$ cat src/rtl/ppu_cpu_reg_port.sv
// CPU-facing PPU register file: $2000/$2001/$2002/$2005/$2006/$2007 decode,
// scroll/control outputs and the $2007 VRAM access handshake.
module ppu_cpu_reg_port #(
  parameter int unsigned VRAM_AW = 14
) (
  input  logic               clk,
  input  logic               rst_n,
  input  logic [2:0]         cpu_reg_sel,
  input  logic               cpu_wr_en,
  input  logic               cpu_rd_en,
  input  logic [7:0]         cpu_data_in,
  output logic [7:0]         cpu_data_out,
  input  logic               vblank_set,
  input  logic               vblank_clr,
  input  logic               sprite0_hit,
  input  logic               sprite_ovf,
  output logic [15:0]        cpu_scroll_addr,
  output logic [7:0]         ppu_ctrl1,
  output logic [7:0]         ppu_ctrl2,
  output logic               nmi_n,
  output logic               vram_req,
  output logic               vram_we,
  output logic [VRAM_AW-1:0] vram_addr,
  output logic [7:0]         vram_wdata,
  input  logic               vram_ack,
  input  logic [7:0]         vram_rdata,
  output logic               busy
);

  typedef enum logic [1:0] {StIdle, StWr, StRd} state_e;

  state_e             state_q;
  logic [7:0]         ctrl1_q, ctrl2_q, scroll_x_q, scroll_y_q, read_buf_q, data_out_q;
  logic [7:0]         wdata_q;
  logic [5:0]         addr_hi_q;
  logic [VRAM_AW-1:0] vram_ptr_q, vram_ptr_d, addr_q;
  logic               w_q, vblank_q, vblank_d;
  logic               wr_act, rd_act, acked;
  logic [VRAM_AW-1:0] ptr_inc;

  // A simultaneous write wins over the read.
  assign wr_act  = cpu_wr_en;
  assign rd_act  = cpu_rd_en & ~cpu_wr_en;
  assign acked   = vram_ack & (state_q != StIdle);
  assign ptr_inc = ctrl1_q[2] ? VRAM_AW'(32) : VRAM_AW'(1);

  always_comb begin
    vblank_d = vblank_q;
    if (rd_act && cpu_reg_sel == 3'd2) vblank_d = 1'b0;
    if (vblank_set) vblank_d = 1'b1;
    if (vblank_clr) vblank_d = 1'b0;
  end

  // A $2006 low-byte write landing during an ack is incremented on top of the new value.
  always_comb begin
    vram_ptr_d = vram_ptr_q;
    if (wr_act && cpu_reg_sel == 3'd6 && w_q) vram_ptr_d = VRAM_AW'({addr_hi_q, cpu_data_in});
    if (acked) vram_ptr_d = vram_ptr_d + ptr_inc;
  end

  always_ff @(posedge clk or negedge rst_n) begin
    if (!rst_n) begin
      state_q    <= StIdle;
      ctrl1_q    <= '0;
      ctrl2_q    <= '0;
      scroll_x_q <= '0;
      scroll_y_q <= '0;
      read_buf_q <= '0;
      data_out_q <= '0;
      wdata_q    <= '0;
      addr_hi_q  <= '0;
      vram_ptr_q <= '0;
      addr_q     <= '0;
      w_q        <= 1'b0;
      vblank_q   <= 1'b0;
    end else begin
      vblank_q   <= vblank_d;
      vram_ptr_q <= vram_ptr_d;

      if (wr_act) begin
        unique case (cpu_reg_sel)
          3'd0: ctrl1_q <= cpu_data_in;
          3'd1: ctrl2_q <= cpu_data_in;
          3'd5: begin
            if (w_q) scroll_y_q <= cpu_data_in;
            else     scroll_x_q <= cpu_data_in;
            w_q <= ~w_q;
          end
          3'd6: begin
            if (!w_q) addr_hi_q <= cpu_data_in[5:0];
            w_q <= ~w_q;
          end
          3'd7: begin
            if (state_q == StIdle) begin
              state_q <= StWr;
              addr_q  <= vram_ptr_q;
              wdata_q <= cpu_data_in;
            end
          end
          default: ;
        endcase
      end else if (rd_act) begin
        unique case (cpu_reg_sel)
          3'd2: begin
            data_out_q <= {vblank_q & ~vblank_set, sprite0_hit, sprite_ovf, 5'b0};
            w_q        <= 1'b0;
          end
          3'd7: begin
            data_out_q <= read_buf_q;
            if (state_q == StIdle) begin
              state_q <= StRd;
              addr_q  <= vram_ptr_q;
            end
          end
          default: data_out_q <= '0;
        endcase
      end

      if (acked) begin
        if (state_q == StRd) read_buf_q <= vram_rdata;
        state_q <= StIdle;
      end
    end
  end

  assign cpu_data_out    = data_out_q;
  assign cpu_scroll_addr = {scroll_y_q, scroll_x_q};
  assign ppu_ctrl1       = ctrl1_q;
  assign ppu_ctrl2       = ctrl2_q;
  assign nmi_n           = ~(vblank_q & ctrl1_q[7]);
  assign vram_req        = (state_q != StIdle);
  assign vram_we         = (state_q == StWr);
  assign vram_addr       = addr_q;
  assign vram_wdata      = wdata_q;
  assign busy            = (state_q != StIdle);

endmodule
$ cat config.mk
export PLATFORM = sky130hd
export DESIGN_NAME = ppu_cpu_reg_port
export DESIGN_NICKNAME = d
export VERILOG_FILES = /design/src/rtl/ppu_cpu_reg_port.sv
export SDC_FILE = /design/constraint.sdc
export NUM_CORES = 1
export LEC_CHECK = 0
export ABC_AREA = 1
export CAP_MARGIN = 20
export CORE_MARGIN = 3
export CORE_UTILIZATION = 50
export CTS_BUF_LIST = sky130_fd_sc_hd__clkbuf_16
export CTS_CLUSTER_SIZE = 8
export DETAILED_ROUTE_END_ITERATION = 8
export PLACE_DENSITY = 0.88
export SYNTH_ARGS = -nofsm -noshare
export SYNTH_HDL_FRONTEND = slang
export SYNTH_SLANG_ARGS = --single-unit
$ cat constraint.sdc
create_clock -name clk -period 2.41 [get_ports clk]
set_input_delay 0.241 -clock clk [delete_from_list [all_inputs] [get_ports clk]]
set_output_delay 0.241 -clock clk [all_outputs]
set_load 0.05 [all_outputs]
Yosys cells after proc, flatten, opt, wreduce, memory -nomap -nowiden
Index checks and enable logic that the tools add are counted.
Operators by class
  add/sub/neg operators: 1
  bitwise operators: 8
  equality and inequality tests: 8
  reductions and logical operators: 23
  muxes and demuxes: 22
Operators by type and width (count)
  $mux W14: 6
  $reduce_and A3 Y1: 6
  $pmux W8 S2: 1
  $add A14 B6 Y14: 1
  $mux W2: 7
  $reduce_bool A2 Y1: 5
  $eq A3 B3 Y1 const B: 3
  $reduce_and A2 Y1: 4
  $mux W1: 7
  $mux W6: 1
  $reduce_bool A3 Y1: 2
  $and A1 B1 Y1: 4
  $not A1 Y1: 4
  $eq A3 B1 Y1 const B: 1
  $eq A3 B2 Y1 const B: 1
  $logic_and A1 B1 Y1: 3
  $logic_not A3 Y1: 1
  $eq A2 B1 Y1 const B: 1
  $eq A2 B2 Y1 const B: 1
  $logic_not A2 Y1: 1
  $ne A2 B2 Y1 const B: 1
  $reduce_or A2 Y1: 1
Storage, ports and cells
  flip-flop bits (word level): 94
  output and inout port bits: 66
  logic and storage cells: 75

Depth between registers and ports, before layout
  depth after elaboration: 6
  gate-level depth with buffers: 16
  gate-level depth less buffers: 15

Worst setup path after synthesis
OpenSTA, ideal clock, no wires.
  path type: flip-flop to flip-flop
  start: reg w_q
  end: reg vram_ptr_q[10]
  data required time: 2.290 ns
  clock period less this slack: 1.886 ns
  buffers on the path: 1
  path slack: 0.524 ns
  arrival time: 1.765 ns
  cell stages (with the launch flop): 14
  cell sequence: dfrtp_1 > nand2_1 > nor2_4 > buf_4 > o21ai_0 > ha_1 > ha_1 > nand2_1 > nor2_1 > nand2_1 > nand2_1 > nand3_2 > o21ai_1 > nand2_1
On the way
  cells in the longest elaborated chain, start to end: 4
RTL lines
  start: declaration: line 37  | logic w_q, vblank_q, vblank_d;
  start signal: assignment: line 87  | w_q <= ~w_q;
  start signal: assignment: line 91  | w_q <= ~w_q;
  $logic_and A1 B1 Y1 (*): line 57  | if (wr_act && cpu_reg_sel == 3'd6 && w_q) vram_ptr_d = VRAM_AW'({addr_hi_q, cpu_data_in});
  $mux W14 (*): line 57
  $add A14 B6 Y14: line 58  | if (acked) vram_ptr_d = vram_ptr_d + ptr_inc;
  $mux W14 (*): line 58
  net vram_ptr_d[10]: line 36  | logic [VRAM_AW-1:0] vram_ptr_q, vram_ptr_d, addr_q;
  end signal: assignment: line 78  | vram_ptr_q <= vram_ptr_d;
  end: declaration: line 36
Mark *: on every way through the listed nets, which the timed path passes. The rest lies on a longest branch.
A chain may end at the register's enable or synchronous reset.

Worst setup path after layout
  start: in cpu_reg_sel[0]
  end: reg vram_ptr_q[10]
On the way
  cells in the longest elaborated chain, start to end: 6
RTL lines
  start: declaration: line 8  | input logic [2:0] cpu_reg_sel,
  $eq A3 B3 Y1 (*): line 57
  $logic_and A1 B1 Y1 (*) (2 in a row): line 57
  $mux W14 (*): line 57
  $add A14 B6 Y14: line 58
  $mux W14 (*): line 58
  net vram_ptr_d[10]: line 36
Marks and branches as above.

==> metrics.md <==
| Metric | Value |
|---|---|
| Status | complete, no violations |
| Final hold violation count | 0 |
| Post-DP Area | 5080 um2 |
| GPL Wtd Cong | 0.815 |
| Clk sinks | 94 |
| Syn Inst Count | ~460 |
| Die Height | 96.1 um |
| Share of cells above drive strength 1 | 0.0782 |
| First-pass GRT wire length | between 15000 and 20000 um |
| Pint | 3.75 mW |
| Number of cell rows | 32 |
| Hpwl dp | 6870 um |
| Arrival time of the worst setup path | around 2.5 ns |
| Setup violators final | 0 |
| Skew-Pair Late Insertion Delay | 0.34 ns |
| Hold Crit Class | in2async |
| Synthesized area per cell | 8.80 um2 |
| Fin. max-slew vios | 0 |
| DRC viols | 0 |
| Footprint of the multi-input gates | 1390 um2 |
| Initial DRC count | between 200 and 300 |
| CTS Hold Buffers Added | 0 |
| CTS tree | yes |
| Synth warn | 0 |
| Area growth syn-to-layout | 31.7% |
| Period utilisation layout | 0.928 |
| All-layer global routing usage | 0.230 |
| Post-route cell area | 5350 um2 |
| Cell mode on critical path | nand2_1 |
| Vias in the first global route | 3371 |
| Starting Density | 0.520 |
| DRT met1 WL | 4110 um |
| H-tree depth | 3 |
| Pin count of the biggest net entering global routing | 81 |
| Max Clk Rate | roughly 450 MHz |
| Pre-antenna DRT Iters | 6 |
| Crit path launch type | primary input |
| Measured slew at the worst slew-check pin | 1.00 ns |
| Crit-path slowest cell | clkdlybuf4s50_1 |
| Non-filler cells, final | ~670 |
| Worst path max stage delay | 0.46 ns |
| ANT cells | 0 |
| Leak Pwr | between 2 and 3 nW |
| Routed length on met3 | 656 um |
| Mapped Nets | 492 |
| Cell variety after synth | 32 |
| CTS Buffer Depth | 2 |
| Flop pwr share | 0.357 |
| Post-Syn Area | 4060 um2 |
| R2R setup slack | 0.25 ns |
| CTS resizes | 0 |
| FF+latch count, synth | 94 |
| Die area | just over 9000 um2 |
| Max VDD drop | 0.716 mV |
| Slew HR | 0.329 |
| Switching power | 2.91 mW |
| Combinational power share | 0.453 |
| Most frequent cells in the layout | nand2_1 (134), dfrtp_1 (94), clkdlybuf4s50_1 (92) |
| Placed cells | 649 |
| Io pins | 94 |
| Reg2reg path depth | 13 |
| Sequential area share after synthesis | 0.580 |
| Core box area | 7810 um2 |
| Predominant post-synthesis flop cell | dfrtp_1 |
| WL/cell | 14.5 um |
| Final hold slack | 0.0542 ns |
| Clock buffer count from CTS | 9 |
| Total negative slack | 0 ns |
| Root Buffer | clkbuf_16 |
| RSZ-0062 raised after global routing | false |
| Max layer used | met4 |
| Area contributors post-synth | dfrtp_1 (58%), nand2_1 (12%), o21ai_0 (7.9%) |
| Share of the synthesized area in the top cell type | 0.580 |
| Clock-pin transition on the worst setup and hold timing paths | 0.06 ns |
| Worst Clk Skew | 0.00964 ns |
| Fill cells | roughly 610 |
| Most common cell after layout, fill and taps aside | nand2_1 |
| Input/output buffers | 93 |
| ANT nets after route | 0 |
| Die W | 96.1 um |
| EDFF count, synth | 0 |
| CP max FO | 10 |
| Total number of vias | 3397 |
| FF-to-FF Start | w_q |
| # Max-Cap Violations | 0 |
| Synth area leader | dfrtp_1 |
| WS Path Type | in2reg |
| Grt total ovfl | 0 |
| Sw Share | 0.437 |
| Critical path, cell by cell | clkdlybuf4s50_1, inv_2, nand3_2, nor2_4, nand2_1, o21ai_0, ha_1, ha_1, nand2_1, nor2_1, nand2_1, nand2_1, nand3_2, o21ai_1, nand2_1 |
| Post-CTS Setup Bufs | 0 |
| Setup crit end kind | register |
| Met2 wire length | about 4700 um |
| Vias per Instance | 5.11 |
| CP delay by family, top | simple AND/OR/NAND/NOR gates |
| Tmin final | 2.24 ns |
| Final wirelength | between 9000 and 10000 um |
| NumNets Final | between 500 and 600 |
| Reg-to-Reg End | vram_ptr_q[10] |
| Initial antenna violation count | 0 |
| P per Cell Area | 1250 nW/um2 |
| Synth async-reset ratio | 1.00 |
| CP required | between 2 and 3 ns |
| Register area | 2350 um2 |
| Clk pwr share | 0.190 |
| Crit path buffers/inverters | 2 |
flip-flops by register name (all words and copies together), names as in the netlist:
name          cells
vram_addr        14
vram_ptr_q       14
cpu_data_out      8
ppu_ctrl1         8
ppu_ctrl2         8
read_buf_q        8
scroll_x_q        8
scroll_y_q        8
vram_wdata        8
addr_hi_q         6
state_q           2
vblank_q          1
w_q               1
metrics by stage:
| stage | setup slack, ns | total power [mW] | util |
|---|---|---|---|
| finish | 0.173 | 6.66 | 0.685 |
| global route | 0.00786 | 7.04 | 0.685 |
| floorplan | 0.524 | 4.38 | - |
| CTS | 0.229 | 6.68 | 0.685 |
| global placement | 0.108 | 5.31 | 0.650 |
| detailed placement | -0.0587 | 5.40 | 0.650 |
power by group through the flow:
stage	logic (mW)	registers, mW	clock network (mW)
2_1_floorplan	0.952	3.43	0
3_3_place_gp	2.93	2.38	0
3_5_place_dp	3.00	2.39	0
4_1_cts	3.03	2.38	1.28
5_1_grt	3.25	2.44	1.35
6_report	3.02	2.38	1.27
cells by family after synthesis:
kind of cell	count (synthesis)	synth area share
and+or+nand+nor	191	0.199
adders and majority gates	3	0.00925
muxes	1	0.00278
AOI/OAI and AO/OA	91	0.120
xor gates and xnor gates	5	0.0108
DFF	94	0.580
buffers and inverters	76	0.0783
metal layers:
metal  vias up  track usage
met5         -            0
met4         0       0.0818
met3        23       0.0539
met2       141        0.379
met1      1583        0.297
li1       1650            -
worst max path at each step:
stage	end	slack (ns)	depth (start not counted)	startpoint
floorplan	vram_ptr_q[10]	0.52	13	w_q
global placement	vram_ptr_q[10]	0.11	15	cpu_reg_sel[0]
detailed placement	vram_ptr_q[10]	-0.06	15	cpu_reg_sel[0]
CTS	vram_ptr_q[10]	0.23	15	cpu_reg_sel[0]
global route	vram_ptr_q[12]	0.008	15	cpu_reg_sel[0]
finish	vram_ptr_q[10]	0.17	15	cpu_reg_sel[0]
synthesized netlist by cell type, types with 4 or more instances:
cell / count
a21oi_1: 14
clkbuf_1: 6
dfrtp_1: 94
inv_1: 59
inv_2: 4
nand2_1: 134
nand3_1: 11
nand4_1: 4
nor2_1: 27
nor2_2: 4
o21ai_0: 64
o21ai_1: 4
xor2_1: 4
area by class of cell:
cell class                      instances  share of cell area
Clock buffer                            9              0.0421
Clock inverter                          7             0.00796
Inverter                               63              0.0442
Multi-Input combinational cell        291               0.260
Sequential cell                        94               0.440
Tap cell                              102              0.0239
Timing Repair Buffer                   99               0.182
worst reg2reg max path, stage by stage, from the launching register on:
cell and delay, ns:
dfrtp_1 0.38, nand2_1 0.12, nor2_4 0.23, nand2_1 0.07, o21ai_0 0.11, ha_1 0.24
ha_1 0.19, nand2_1 0.07, nor2_1 0.13, nand2_1 0.08, nand2_1 0.11, nand3_2 0.10
o21ai_1 0.13, nand2_1 0.08
No activity file was read; power rests on OpenSTA's default activity.
==> RTL edit 1, RTL diff (same settings) <==
`VRAM_AW`: 14 -> 13.
--- a/src/rtl/ppu_cpu_reg_port.sv
+++ b/src/rtl/ppu_cpu_reg_port.sv
@@ -1,7 +1,7 @@
 // CPU-facing PPU register file: $2000/$2001/$2002/$2005/$2006/$2007 decode,
 // scroll/control outputs and the $2007 VRAM access handshake.
 module ppu_cpu_reg_port #(
-  parameter int unsigned VRAM_AW = 14
+  parameter int unsigned VRAM_AW = 13
 ) (
   input  logic               clk,
   input  logic               rst_n,
Interface: changed (resized vram_addr); port bits go from 94 to 93. The function was not compared with the original's and may differ.
==> RTL edit 1 against the unedited design <==
- area after synthesis is 3.1% lower
- highest routed layer unchanged
- final area is 0.40% lower
- wire length is 1.4% higher
- sequential cell count is 3 lower
- sequential share of layout area is 1.2 points lower
- die area is 2.9% lower
- cell count is 3.8% lower
- largest cell class unchanged
- total power is 3.4% higher
- via count is 2.2% lower
- setup slack better by 0.10 ns
- maximum frequency is 4.7% higher
==> RTL edit 1: results (changes against the unedited design) <==
* Xor/xnor cell area share of the yosys netlist: 0.891% (-0.19 points)
- Global router's overall resource usage: 23.7% (+0.68 points)
- The port buffer count is 92 (-1.1%).
- The largest fanout on the critical path is 6 (-4).
- The global routing usage on met3 was 7.81% (+2.4 points).
- Static leakage: 2.52 nW (-1.9%)
* Top cells by area, synth: dfrtp_1 (58%), nand2_1 (11%), o21ai_0 (6.9%), inv_1 (4.5%), nor2_1 (2.9%)
* Met1 usage in global routing: 30.4% (+0.68 points)
* Min cycle time layout: 2.14 ns (-0.101 ns)
- Average wire length per cell after detail routing: 15.3 um (+5.4%)
- The global routing met2 resource utilization is 38.6% (+0.74 points).
* Adder-Cell Fraction of Synth Area: 0.954% (+0.029 points)
- The transition time at the pin with the least slew margin is 0.568 ns (-0.435 ns).
- Post-place setup slack: 0.0466 ns (+0.105 ns)
* Multiplexer fraction of the synthesized cell area: 1.43% (+1.2 points)
- FF-to-FF path depth: 11 (-2)
- The worst hold slack was 0.439 ns (+0.385 ns).
- The run finished with clean final reports.
- End point of the critical path: vram_ptr_q[6]
- The post-detailed-placement half-perimeter wirelength was 6970 um (+1.3%).
* Nets: 567 (-3.7%)
* Seq/Total Area, Yosys: 57.9% (-0.083 points)
* Distinct cells, synth: 34 (+6.3%)
- Number of global-route vias before repair: 3260 (-3.3%)
- The critical path starts at cpu_wr_en.
- The number of detailed-routing iterations run before antenna repair came to 5 (-1).
* Final setup skew: 0.00845 ns (-0.00119 ns)
- The share of the synthesized area in compound gates (AO/OA/AOI/OAI) came to 11.3% (-0.73 points).
- Minimum setup slack among reg-to-reg paths: 0.36 ns (+0.11 ns)
RTL edit 1: power by group:
| part | switching [mW] | internal [mW] | total (mW) |
|---|---|---|---|
| Sequential | 0.269 | 2.05 | 2.32 |
| Clock | 0.595 | 0.917 | 1.51 |
| Combinational | 2.08 | 0.984 | 3.06 |
| Total | 2.94 | 3.95 | 6.89 |
RTL edit 1: worst max-delay path: stages:
cell and delay (ns):
clkdlybuf4s50_1 0.56, nand2_1 0.16, nor2_4 0.18, nand2_1 0.06, o21ai_0 0.12, ha_1 0.23, ha_1 0.19, nand3_1 0.09
nor2_1 0.09, nand2_1 0.06, nand2_2 0.11, nand2_1 0.09, xor2_1 0.16
RTL edit 1: area by class of cell:
cell class / instances / area, um2 / share of cell area [%]
repair buffers: 101 / 1000 / 18.8
well taps: 99 / 124 / 2.33
inverters: 52 / 195 / 3.67
clock inverters: 7 / 101 / 1.90
flip-flops and latches: 91 / 2280 / 42.8
multi-input cells: 281 / 1400 / 26.3
clock buffers: 9 / 225 / 4.23
==> RTL edit 2, RTL diff (same settings) <==
Made on the original files. Re-encode `state_e` (3 states) as one-hot, 3 bits wide.
--- a/src/rtl/ppu_cpu_reg_port.sv
+++ b/src/rtl/ppu_cpu_reg_port.sv
@@ -27,7 +27,7 @@
   output logic               busy
 );
 
-  typedef enum logic [1:0] {StIdle, StWr, StRd} state_e;
+  typedef enum logic [2:0] {StIdle = 3'b001, StWr = 3'b010, StRd = 3'b100} state_e;
 
   state_e             state_q;
   logic [7:0]         ctrl1_q, ctrl2_q, scroll_x_q, scroll_y_q, read_buf_q, data_out_q;
Function: no difference found for any inputs over 4 cycles, from zero or initial values and one cycle with rst_n low; so few cycles prove little.
==> RTL edit 2 against the unedited design <==
- count of clock-buffer cells in the layout is the same
- wire length grew 9.1%
- critical path type unchanged
- synthesized cell count shrank 0.65%
- highest routed layer unchanged
- die area grew 3.1%
- sequential power grew 2%
- worst hold slack gained 0.38 ns
- maximum frequency grew 4.7%
- total power grew 6.1%
- area after synthesis grew 3.4%
- clock power grew 19%
- final area grew 4.8%
- sequential cell count grew 1
- setup slack gained 0.099 ns
==> RTL edit 2: results (changes against the unedited design) <==
- The routed length per instance came to 15.7 um (+8.3%).
- Dpl hpwl: 7590 um (+10%)
- Cell area reported after detailed placement: 5270 um2 (+3.8%)
- Detailed router's first-iteration violation count: 162 (-42%)
- Average instance area after synthesis: 9.16 um2 (+4.0%)
- Worst reg2reg path endpoint: vram_ptr_q[12]
* Worst ir drop on vdd: 0.683 mV (-4.5%)
- Final setup skew: 0.0133 ns (+0.00364 ns)
- Placed insts: 654 (+0.77%)
* Post-place setup slack: -0.0437 ns (+0.0150 ns)
- The global routing usage on met3 was 5.81% (+0.42 points).
* Static leakage: 2.73 nW (+6.5%)
- Met1 usage in global routing: 29.8% (+0.13 points)
- Fraction of power consumed by sequential logic: 34.2% (-1.5 points)
* Fill count: 581 (-4.0%)
* Minimum setup slack among reg-to-reg paths: 0.30 ns (+0.05 ns)
- Distinct cells, synth: 34 (+6.3%)
- Seq/Total Area, Yosys: 56.7% (-1.3 points)
- Number of global-route vias before repair: 3482 (+3.3%)
* Maximum number of pins on one net before global-route repair: 56 (-31%)
- The met2 wirelength from detailed routing came to 5110 um (+8.4%).
* FF-to-FF path depth: 12 (-1)
* Most instantiated cells after synthesis: nand2_1 (129), dfrtp_1 (94), o21ai_0 (60)
* Buffers from clock root to sink, at most: 2 (unchanged)
- The flow ran to the end, and the final reports show no timing, DRC or antenna violations.
- Final hold slack: 0.432 ns (+0.378 ns)
- Detailed-routing wirelength on met1: 4560 um (+11%)
* Global router's overall resource usage: 22.9% (-0.11 points)
* Primary flip-flop cell chosen by synthesis mapping: dfrtp_1
* Worst hold path class: primary input to flop
- By area the synthesized netlist is led by dfrtp_1 (56%), nand2_1 (12%), o21ai_0 (7.2%), inv_1 (4.5%), mux2_4 (2.5%).
- Headroom to the max-slew limit: 32.7% (-0.22 points)
- Power spent charging and discharging nets: 2.99 mW (+2.6%)
* Post-synth net total: 489 (-0.61%)
* Required time at the worst-slack endpoint: 2.64 ns (about the same)
* DRT Pass-1 Iters: 7 (+1)
* Placer congestion estimate: 0.979 (+20%)
- The total non-filler cell area in the finished layout came to 5600 um2 (+4.8%).
* GR met2 Demand/Resource: 37.3% (-0.63 points)
* Vias per std cell: 5.20 (+1.8%)
- Hold-fix buffers at CTS: 1 (+1)
- Final worst path period share: 88.7% (-4.1 points)
- Slowest cell delay on critical path: 0.51 ns (+0.05 ns)
* Clk slew on worst S/H paths: 0.06 ns (about the same)
* Nets: 595 (+1.0%)
- The clock network power came to 1.51 mW (+19%).
* Fraction of layout instances using a drive strength above 1: 12.1% (+4.3 points)
## RTL edit 2: cell families (layout without fill, tap and decap cells)
family	Yosys count	in the layout	share of synthesized area (%)
XOR/XNOR	4	4	0.835
AND/OR/NAND/NOR	199	199	21.0
AO/OA/AOI/OAI	81	81	10.2
buffers and inverters	66	176	7.04
adder cells (fa/ha/maj)	3	3	0.895
flip-flops	95	95	56.7
multiplexers	10	10	3.31
## RTL edit 2: cell type report
type	instances	share of cell area, %
clock buffer	9	4.02
clock inverter	6	1.68
inverter	53	3.55
multi-input combinational	297	27.1
sequential	95	42.5
tap	102	2.28
timing repair buffer	108	18.9
## RTL edit 2: worst max-delay path: cells and delay by family
kind | cells | cell delay (ns)
buffers and inverters | 4 | 0.66
adders and majority gates | 2 | 0.40
AOI/OAI and AO/OA | 2 | 0.46
and+or+nand+nor | 6 | 0.61
